<file path="src/rtl/duty_ramp_ctrl_pkg.sv">
// Shared types and constants for the duty ramp sequencer.
// No logic here; state encoding and default sizing only.
package duty_ramp_ctrl_pkg;

    typedef enum logic [1:0] {
        ST_IDLE      = 2'd0,
        ST_RAMP_UP   = 2'd1,
        ST_RAMP_DOWN = 2'd2,
        ST_STOP      = 2'd3
    } ramp_state_t;

    localparam logic [1:0] DUTY_MAX            = 2'd3;
    localparam int         DEF_PWM_PERIOD_CLKS = 100000;
    localparam int         DEF_STEP_PERIODS    = 50;

    function automatic logic is_ramp(input ramp_state_t s);
        return (s == ST_RAMP_UP) || (s == ST_RAMP_DOWN);
    endfunction

endpackage

</file>
<file path="src/rtl/sync_2ff.sv">
// Two-flop synchroniser for slow asynchronous inputs (switches), any width.
// Latency: 2 clocks. No backpressure; samples every clock.
// Bits are synchronised independently; multi-bit inputs may briefly show mixed old/new values.
module sync_2ff #(
    parameter int WIDTH = 1
) (
    input  logic             clock_50mhz,
    input  logic             reset,
    input  logic [WIDTH-1:0] din,
    output logic [WIDTH-1:0] dout
);

    logic [WIDTH-1:0] meta;

    always_ff @(posedge clock_50mhz) begin
        if (reset) begin
            meta <= '0;
            dout <= '0;
        end else begin
            meta <= din;
            dout <= meta;
        end
    end

endmodule

</file>
<file path="src/rtl/duty_ramp_ctrl.sv">
// Soft-start/stop sequencer stepping a 2-bit PWM duty select toward a switch target on PWM period boundaries.
// Latency: target seen 3 clocks after change, steps every STEP_PERIODS periods; estop forces duty 0 on the next edge.
// No backpressure. Optional DUTY_RAMP_FAST_DOWN_EN: ramp-down loads the target in one edge instead of stepping.
module duty_ramp_ctrl
    import duty_ramp_ctrl_pkg::*;
#(
    parameter int PWM_PERIOD_CLKS = DEF_PWM_PERIOD_CLKS,
    parameter int STEP_PERIODS    = DEF_STEP_PERIODS
) (
    input  logic       clock_50mhz,
    input  logic       reset,
    input  logic [1:0] target_duty,
    input  logic       enable,
    input  logic       estop,
    output logic [1:0] duty_cycle,
    output logic       period_tick,
    output logic       ramping,
    output logic       at_target
);

    localparam int PW = (PWM_PERIOD_CLKS > 1) ? $clog2(PWM_PERIOD_CLKS) : 1;
    localparam int SW = (STEP_PERIODS > 1) ? $clog2(STEP_PERIODS) : 1;

    logic [1:0]    sync_target;
    logic [1:0]    eff_target;
    logic [PW-1:0] period_cnt;
    logic [PW-1:0] period_cnt_nxt;
    logic [SW-1:0] step_cnt;
    logic [SW-1:0] step_cnt_adv;
    logic [SW-1:0] step_cnt_nxt;
    logic          step_event;
    ramp_state_t   state;
    ramp_state_t   state_nxt;
    logic [1:0]    duty_nxt;

    sync_2ff #(.WIDTH(2)) u_sync_target (
        .clock_50mhz (clock_50mhz),
        .reset       (reset),
        .din         (target_duty),
        .dout        (sync_target)
    );

    assign eff_target = enable ? sync_target : 2'd0;

    // Free-running period counter; the tick is registered so it lines up with the last count.
    always_comb begin
        period_cnt_nxt = period_cnt + 1'b1;
        if (period_cnt == PW'(PWM_PERIOD_CLKS - 1)) begin
            period_cnt_nxt = '0;
        end
    end

    always_ff @(posedge clock_50mhz) begin
        if (reset) begin
            period_cnt  <= '0;
            period_tick <= 1'b0;
        end else begin
            period_cnt  <= period_cnt_nxt;
            period_tick <= (period_cnt_nxt == PW'(PWM_PERIOD_CLKS - 1));
        end
    end

    assign step_event   = period_tick && (step_cnt == SW'(STEP_PERIODS - 1));
    assign step_cnt_adv = step_event  ? '0 :
                          period_tick ? step_cnt + 1'b1 : step_cnt;

    always_comb begin
        state_nxt    = state;
        duty_nxt     = duty_cycle;
        step_cnt_nxt = step_cnt_adv;
        if (estop) begin
            state_nxt    = ST_STOP;
            duty_nxt     = 2'd0;
            step_cnt_nxt = '0;
        end else begin
            case (state)
                ST_IDLE: begin
                    step_cnt_nxt = '0;
                    if (eff_target > duty_cycle) begin
                        state_nxt = ST_RAMP_UP;
                    end else if (eff_target < duty_cycle) begin
`ifdef DUTY_RAMP_FAST_DOWN_EN
                        duty_nxt  = eff_target;
`else
                        state_nxt = ST_RAMP_DOWN;
`endif
                    end
                end
                ST_RAMP_UP: begin
                    if (eff_target < duty_cycle) begin
                        step_cnt_nxt = '0;
`ifdef DUTY_RAMP_FAST_DOWN_EN
                        duty_nxt     = eff_target;
                        state_nxt    = ST_IDLE;
`else
                        state_nxt    = ST_RAMP_DOWN;
`endif
                    end else if (eff_target == duty_cycle) begin
                        state_nxt    = ST_IDLE;
                        step_cnt_nxt = '0;
                    end else if (step_event && duty_cycle != DUTY_MAX) begin
                        duty_nxt = duty_cycle + 2'd1;
                        if (duty_cycle + 2'd1 == eff_target) begin
                            state_nxt = ST_IDLE;
                        end
                    end
                end
                ST_RAMP_DOWN: begin
                    if (eff_target > duty_cycle) begin
                        state_nxt    = ST_RAMP_UP;
                        step_cnt_nxt = '0;
                    end else if (eff_target == duty_cycle) begin
                        state_nxt    = ST_IDLE;
                        step_cnt_nxt = '0;
                    end else if (step_event && duty_cycle != 2'd0) begin
                        duty_nxt = duty_cycle - 2'd1;
                        if (duty_cycle - 2'd1 == eff_target) begin
                            state_nxt = ST_IDLE;
                        end
                    end
                end
                default: begin
                    state_nxt    = ST_IDLE;
                    step_cnt_nxt = '0;
                end
            endcase
        end
    end

    always_ff @(posedge clock_50mhz) begin
        if (reset) begin
            state      <= ST_IDLE;
            duty_cycle <= 2'd0;
            step_cnt   <= '0;
            ramping    <= 1'b0;
            at_target  <= 1'b1;
        end else begin
            state      <= state_nxt;
            duty_cycle <= duty_nxt;
            step_cnt   <= step_cnt_nxt;
            ramping    <= is_ramp(state_nxt);
            at_target  <= (duty_nxt == eff_target) && (state_nxt != ST_STOP);
        end
    end

endmodule

</file>
<file path="config.mk">
export PLATFORM = sky130hd
export DESIGN_NAME = duty_ramp_ctrl
export DESIGN_NICKNAME = d
export VERILOG_FILES = /design/src/rtl/duty_ramp_ctrl_pkg.sv /design/src/rtl/sync_2ff.sv /design/src/rtl/duty_ramp_ctrl.sv
export SDC_FILE = /design/constraint.sdc
export NUM_CORES = 1
export LEC_CHECK = 0
export CAP_MARGIN = 20
export CORE_MARGIN = 1
export CORE_UTILIZATION = 49
export CTS_CLUSTER_SIZE = 8
export DETAILED_ROUTE_END_ITERATION = 6
export PLACE_DENSITY = 0.7
export SLEW_MARGIN = 20
export SYNTH_ARGS = -nofsm -noshare
export SYNTH_HDL_FRONTEND = slang
export SYNTH_SLANG_ARGS = --single-unit
</file>
<file path="constraint.sdc">
create_clock -name clock_50mhz -period 3.32 [get_ports clock_50mhz]
set_input_delay 0.83 -clock clock_50mhz [delete_from_list [all_inputs] [get_ports clock_50mhz]]
set_output_delay 0.83 -clock clock_50mhz [all_outputs]
set_load 0.02 [all_outputs]
</file>
---- Word-level counts from Yosys, hierarchy flattened ----
Cells that the tools add are included.
cells by class
  magnitude comparators ................... 2
  multiplexer cells ....................... 28
  equal/unequal tests ..................... 13
  reduce and logical (&&, ||, !) cells .... 8
  add/subtract/negate cells ............... 4
operator list
  cell                                                                    number
  2-bit two-way mux                                                       19
  17-bit equality test (second input constant)                            2
  6-bit two-way mux                                                       5
  17-bit by 1-bit adder with 17-bit output (second input constant)        1
  17-bit two-way mux                                                      1
  6-bit case mux with 2 select lines                                      1
  2-bit equality test                                                     4
  6-bit by 1-bit adder with 6-bit output (second input constant)          1
  6-bit equality test (second input constant)                             1
  2-bit case mux with 3 select lines                                      1
  2-bit by 1-bit equality test with 1-bit output (second input constant)  2
  2-bit equality test (second input constant)                             2
  1-bit logical AND                                                       4
  2-bit != test (second input constant)                                   2
  2-bit case mux with 2 select lines                                      1
  2-bit by 1-bit adder with 2-bit output (second input constant)          1
  2-bit > comparator                                                      1
  2-bit logical NOT                                                       1
  2-bit less-than comparator                                              1
  2-bit nonzero test                                                      1
  2-bit OR reduction                                                      1
  2-bit by 1-bit subtractor with 2-bit output (second input constant)     1
  1-bit logical OR                                                        1
word-level totals
  word-level logic and storage cells ...... 64
  bits in registers ....................... 34
  output and inout port bits .............. 5
  bits of input ports ..................... 6

---- Logic depth before layout (Yosys ltp) ----
  depth after elaboration ................. 10
  depth in mapped cells ................... 11
  mapped depth without buffers ............ 11

---- By module ----
A second synthesis with hierarchy kept.
unflattened totals
  cells, all modules ...................... 226
  area total of the unflattened synthesis .. 1951.9 µm²
by module, submodules not included
  module          area each (µm²)  cells each  instances  sequential area each (µm²)
  duty_ramp_ctrl  1846.8           218         1          600.6
  sync_2ff        105.1            8           1          80.1

---- Least setup slack after synthesis ----
Ideal clock, no wire load.
  path kind ............................... input port to flip-flop
  start point ............................. input port enable
  end point ............................... register at_target
  path slack .............................. 0.669 ns
  setup time .............................. 0.084 ns
  path buffers ............................ 0
  required time ........................... 3.236 ns
  data arrival time ....................... 2.567 ns
  stages .................................. 9
  cells stage by stage .................... nand2_1 > inv_1 > ha_1 > a21bo_2 > a2111oi_4 > mux2i_1 > o21ai_1 > xor2_1 > o31ai_2
on the way
  longest elaborated chain between the ends .. 10
  elaborated cells on any way between the ends .. 27
  classes of those cells .................. 2 x order compare; 5 x eq/ne; 19 x mux; 1 x reduce/logical
ends and longest elaborated chain
  what                                    RTL line                                      RTL
  from (decl)                             duty_ramp_ctrl.sv:13                          input logic enable,
  2-bit two-way mux (*)                   duty_ramp_ctrl.sv:43                          assign eff_target = enable ? sync_target : 2'd0;
  2-bit equality test (on tied branches)  duty_ramp_ctrl.sv:117, duty_ramp_ctrl.sv:103
  2-bit two-way mux (on tied branches)    duty_ramp_ctrl.sv:117, duty_ramp_ctrl.sv:103
  2-bit two-way mux (on tied branches)    duty_ramp_ctrl.sv:115, duty_ramp_ctrl.sv:101
  2-bit two-way mux (on tied branches)    duty_ramp_ctrl.sv:112, duty_ramp_ctrl.sv:98
  2-bit two-way mux (on tied branches)    duty_ramp_ctrl.sv:109, duty_ramp_ctrl.sv:90
  2-bit case mux with 3 select lines      duty_ramp_ctrl.sv:76                          case (state)
  2-bit two-way mux                       duty_ramp_ctrl.sv:71                          if (estop) begin
  2-bit != test                           duty_ramp_ctrl.sv:142                         at_target <= (duty_nxt == eff_target) && (state_nxt != ST_STOP);
  1-bit logical AND (*)                   duty_ramp_ctrl.sv:142
  to (signal assigned)                    duty_ramp_ctrl.sv:142
  to (decl)                               duty_ramp_ctrl.sv:18                          output logic at_target
Every way passes the cells marked *; elsewhere a longest branch is shown, timed or not.
A chain may end at the register's enable or synchronous reset.

---- Final worst setup path ----
Ends and elaborated chain as after synthesis.

==> results_dict.tcl <==
set metrics [dict create \
    status "finished clean" \
    syn_inst 237 \
    p_sw_frac 0.2363 \
    pre_cts_slack_ps 36.91 \
    die_w_um 66.32 \
    holdBufCountCts 0 \
    fin_cells 300 \
    skew_ps 6.389 \
    worstHoldPathType "register to register" \
    slew_headroom 0.4578 \
    max_freq_mhz 333.4 \
    clkPwrFrac 0.386 \
    finalMaxSlewViolations 0 \
    cts_setup_buffers 0 \
    layout.nets 267 \
    overflow 0 \
    rsz0062_at_grt "no" \
    tns_ps 0 \
    synthFlopType "dfxtp_1" \
    dp.cells 292 \
    h-tree-depth 2 \
    finalSetupViolCount 0 \
    r2r-start "duty_cycle[0]$_SDFF_PP0_" \
    drtIter0Drc 103 \
    row_count 23 \
    fin_crit_ps 3000 \
    wl_per_cell_um 13.26 \
    cts.sink_count 34 \
    p_int_uw 617.2 \
    max-vdd-ir-drop_v 0.0001991 \
    synth_warnings 0 \
    fill_cells 393 \
    netSwitchingPower_uw 191.0 \
    vias 1634 \
    diodes 0 \
    worstHoldStart "u_sync_target.meta[0]$_SDFF_PP0_" \
    arrival_ps 3200 \
    crit_required_ps 3520 \
    async_flop_share 0 \
    grt_usage 0.2055 \
    start_util 0.5104 \
    seq_area_um2 680.7 \
    grt_pass1_vias 1506 \
    setup_ws_ps 320.2 \
    final_core_util 0.5690 \
    netlist_area_um2 2027 \
    synth_cell_types 52 \
    period_share 0.9035 \
    die_y_um 66.32 \
    io_buffers 10 \
    area_delta_synth_final_pct 11.48 \
    clkTransAtPathRegs_ps 60 \
    cts_resized 0 \
    globalplace.congestion 0.9090 \
    worstSetupPathType "input pin to register" \
    grt_max_degree 16 \
    synth_edf_count 0 \
    netlist_top_cells_count "dfxtp_1 (34), nor2_1 (30), nand2_1 (25), xor2_1 (15), inv_1 (14)" \
    total_power_uw 808.2 \
    wl_um 3978 \
    dr.pass1.iters 4 \
    antenna_found_initial 0 \
    power.density_nw_per_um2 357.7 \
    yosysSeqAreaShare 0.3358 \
    synth_area_leader_cell "dfxtp_1" \
    cts-root-buf "clkbuf_8" \
    synth_most_common_cell "dfxtp_1" \
    insertion_delay_ps 290 \
    clk_path_buf_depth 2 \
    crit_path_start_kind "input pin" \
    cts_tree "done" \
    hold_violations 0 \
    cts_made_buffers 5 \
    drv_cap 0 \
    worstMarginPinSlew_ps 806.3 \
    cp-endpoint "at_target$_SDFF_PP1_" \
    multiInputGateArea_um2 1265 \
    endpoint_kind "register" \
    ys_ff_latch 34 \
    hpwl_um 2956 \
    ff2ff_path_depth 9 \
    syn_nets 255 \
    drcViolationCount 0 \
    pwr-share-comb 0.090 \
    drive_above_1_share 0.09200 \
    drt.antenna.violating_nets 0 \
    synth_area_leaders "dfxtp_1 (34%), ha_1 (7.4%), xor2_1 (6.5%)" \
    io_pins 11 \
    p_seq_frac 0.525 \
    core_um2 3971 \
    grt_pass1_wl_um 6762 \
    crit_start "enable" \
    drt-vias-per-instance 5.447 \
    worstReg2RegEnd "ramping$_SDFF_PP0_" \
    r2r_slack_ps 880 \
    cp_max_fo 7 \
    p_leak_uw 0.0008101 \
    synth_area_per_cell_um2 8.553 \
    synth_top_area_frac 0.3358 \
    dieArea_um2 4398 \
]
-- logic make-up after synthesis --
kind of cell / after synthesis / share of synthesized area
simple gates: 103 / 0.2710
compound gates: 40 / 0.1525
flops: 34 / 0.3358
xor+xnor: 22 / 0.09506
buf+inv: 20 / 0.04012
fa+ha+maj: 12 / 0.07407
mux: 6 / 0.03148
-- critical path, stage by stage --
cell,delay [ps]
clkdlybuf4s50_1,490
nand2_1,100
ha_1,380
nand2b_4,170
a2111o_1,480
o32ai_1,310
o221ai_2,140
xnor2_1,150
o31ai_2,160
-- power groups by stage --
stage          Clock, µW  Sequential [µW]  Combinational (µW)
2_1_floorplan          0              435                44.7
3_3_place_gp           0              433                72.2
3_5_place_dp           0              433                72.3
4_1_cts              323              424                72.7
5_1_grt              339              425                80.3
6_report             312              424                72.6
-- state kept, by name, summed over array words and instances (netlist names) --
name                flops
u_sync_target.meta      2
at_target               1
period_tick             1
state                   2
period_cnt             17
u_sync_target.dout      2
ramping                 1
duty_cycle              2
step_cnt                6
-- stage by stage --
| step | hold slack [ps] | instance area (µm²) |
|---|---|---|
| finish | 434.9 | 2260 |
| global route | 459.4 | 2260 |
| CTS | 438.8 | 2260 |
| detailed placement | 423.9 | 2168 |
| global placement | 422.4 | 2168 |
| floorplan | 413.8 | 2027 |
-- cell type report --
cell class	instances	share of cell area
multi-input combinational	183	0.5598
sequential	34	0.3012
timing repair buffer	11	0.04762
clock buffer	7	0.03821
tap	50	0.02769
inverter	14	0.02326
clock inverter	1	0.002215
-- placed cells by master (no fill, tap or decap), types with 2 or more instances in the layout --
cell type,count
mux2i_1,3
nand2b_1,3
o41ai_1,2
a21bo_2,2
nor2_1,30
mux2_2,3
inv_1,14
nand3_1,7
nand4_1,8
a21oi_1,11
o31ai_1,2
xor2_1,15
dfxtp_1,34
xnor2_1,7
and3_1,2
a21o_1,3
nor3_1,7
ha_1,12
o32ai_1,2
clkdlybuf4s50_1,10
clkbuf_8,6
o21ai_0,6
nand2_1,25
nor2b_1,7
-- how the worst min path moves through the flow --
stage / endpoint / slack (ps) / cells past startpoint
after floorplan: u_sync_target.dout[0]$_SDFF_PP0_ / 410 / 1
after global placement: u_sync_target.dout[0]$_SDFF_PP0_ / 420 / 1
after detailed placement: u_sync_target.dout[1]$_SDFF_PP0_ / 420 / 1
after CTS: u_sync_target.dout[1]$_SDFF_PP0_ / 440 / 1
after global routing: u_sync_target.dout[1]$_SDFF_PP0_ / 460 / 1
final: u_sync_target.dout[0]$_SDFF_PP0_ / 430 / 1
-- per-layer routing --
metal  vias up  GRT usage  part of all wire  wire (µm)
li1        852          -                 -          -
met2        23     0.3393              0.49       1954
met3         8    0.05517             0.029        117
met5         -          0                 0          0
met1       751     0.2456              0.46       1820
met4         0    0.09574             0.021         85
Note: power is estimated with default switching activity, not from simulation.
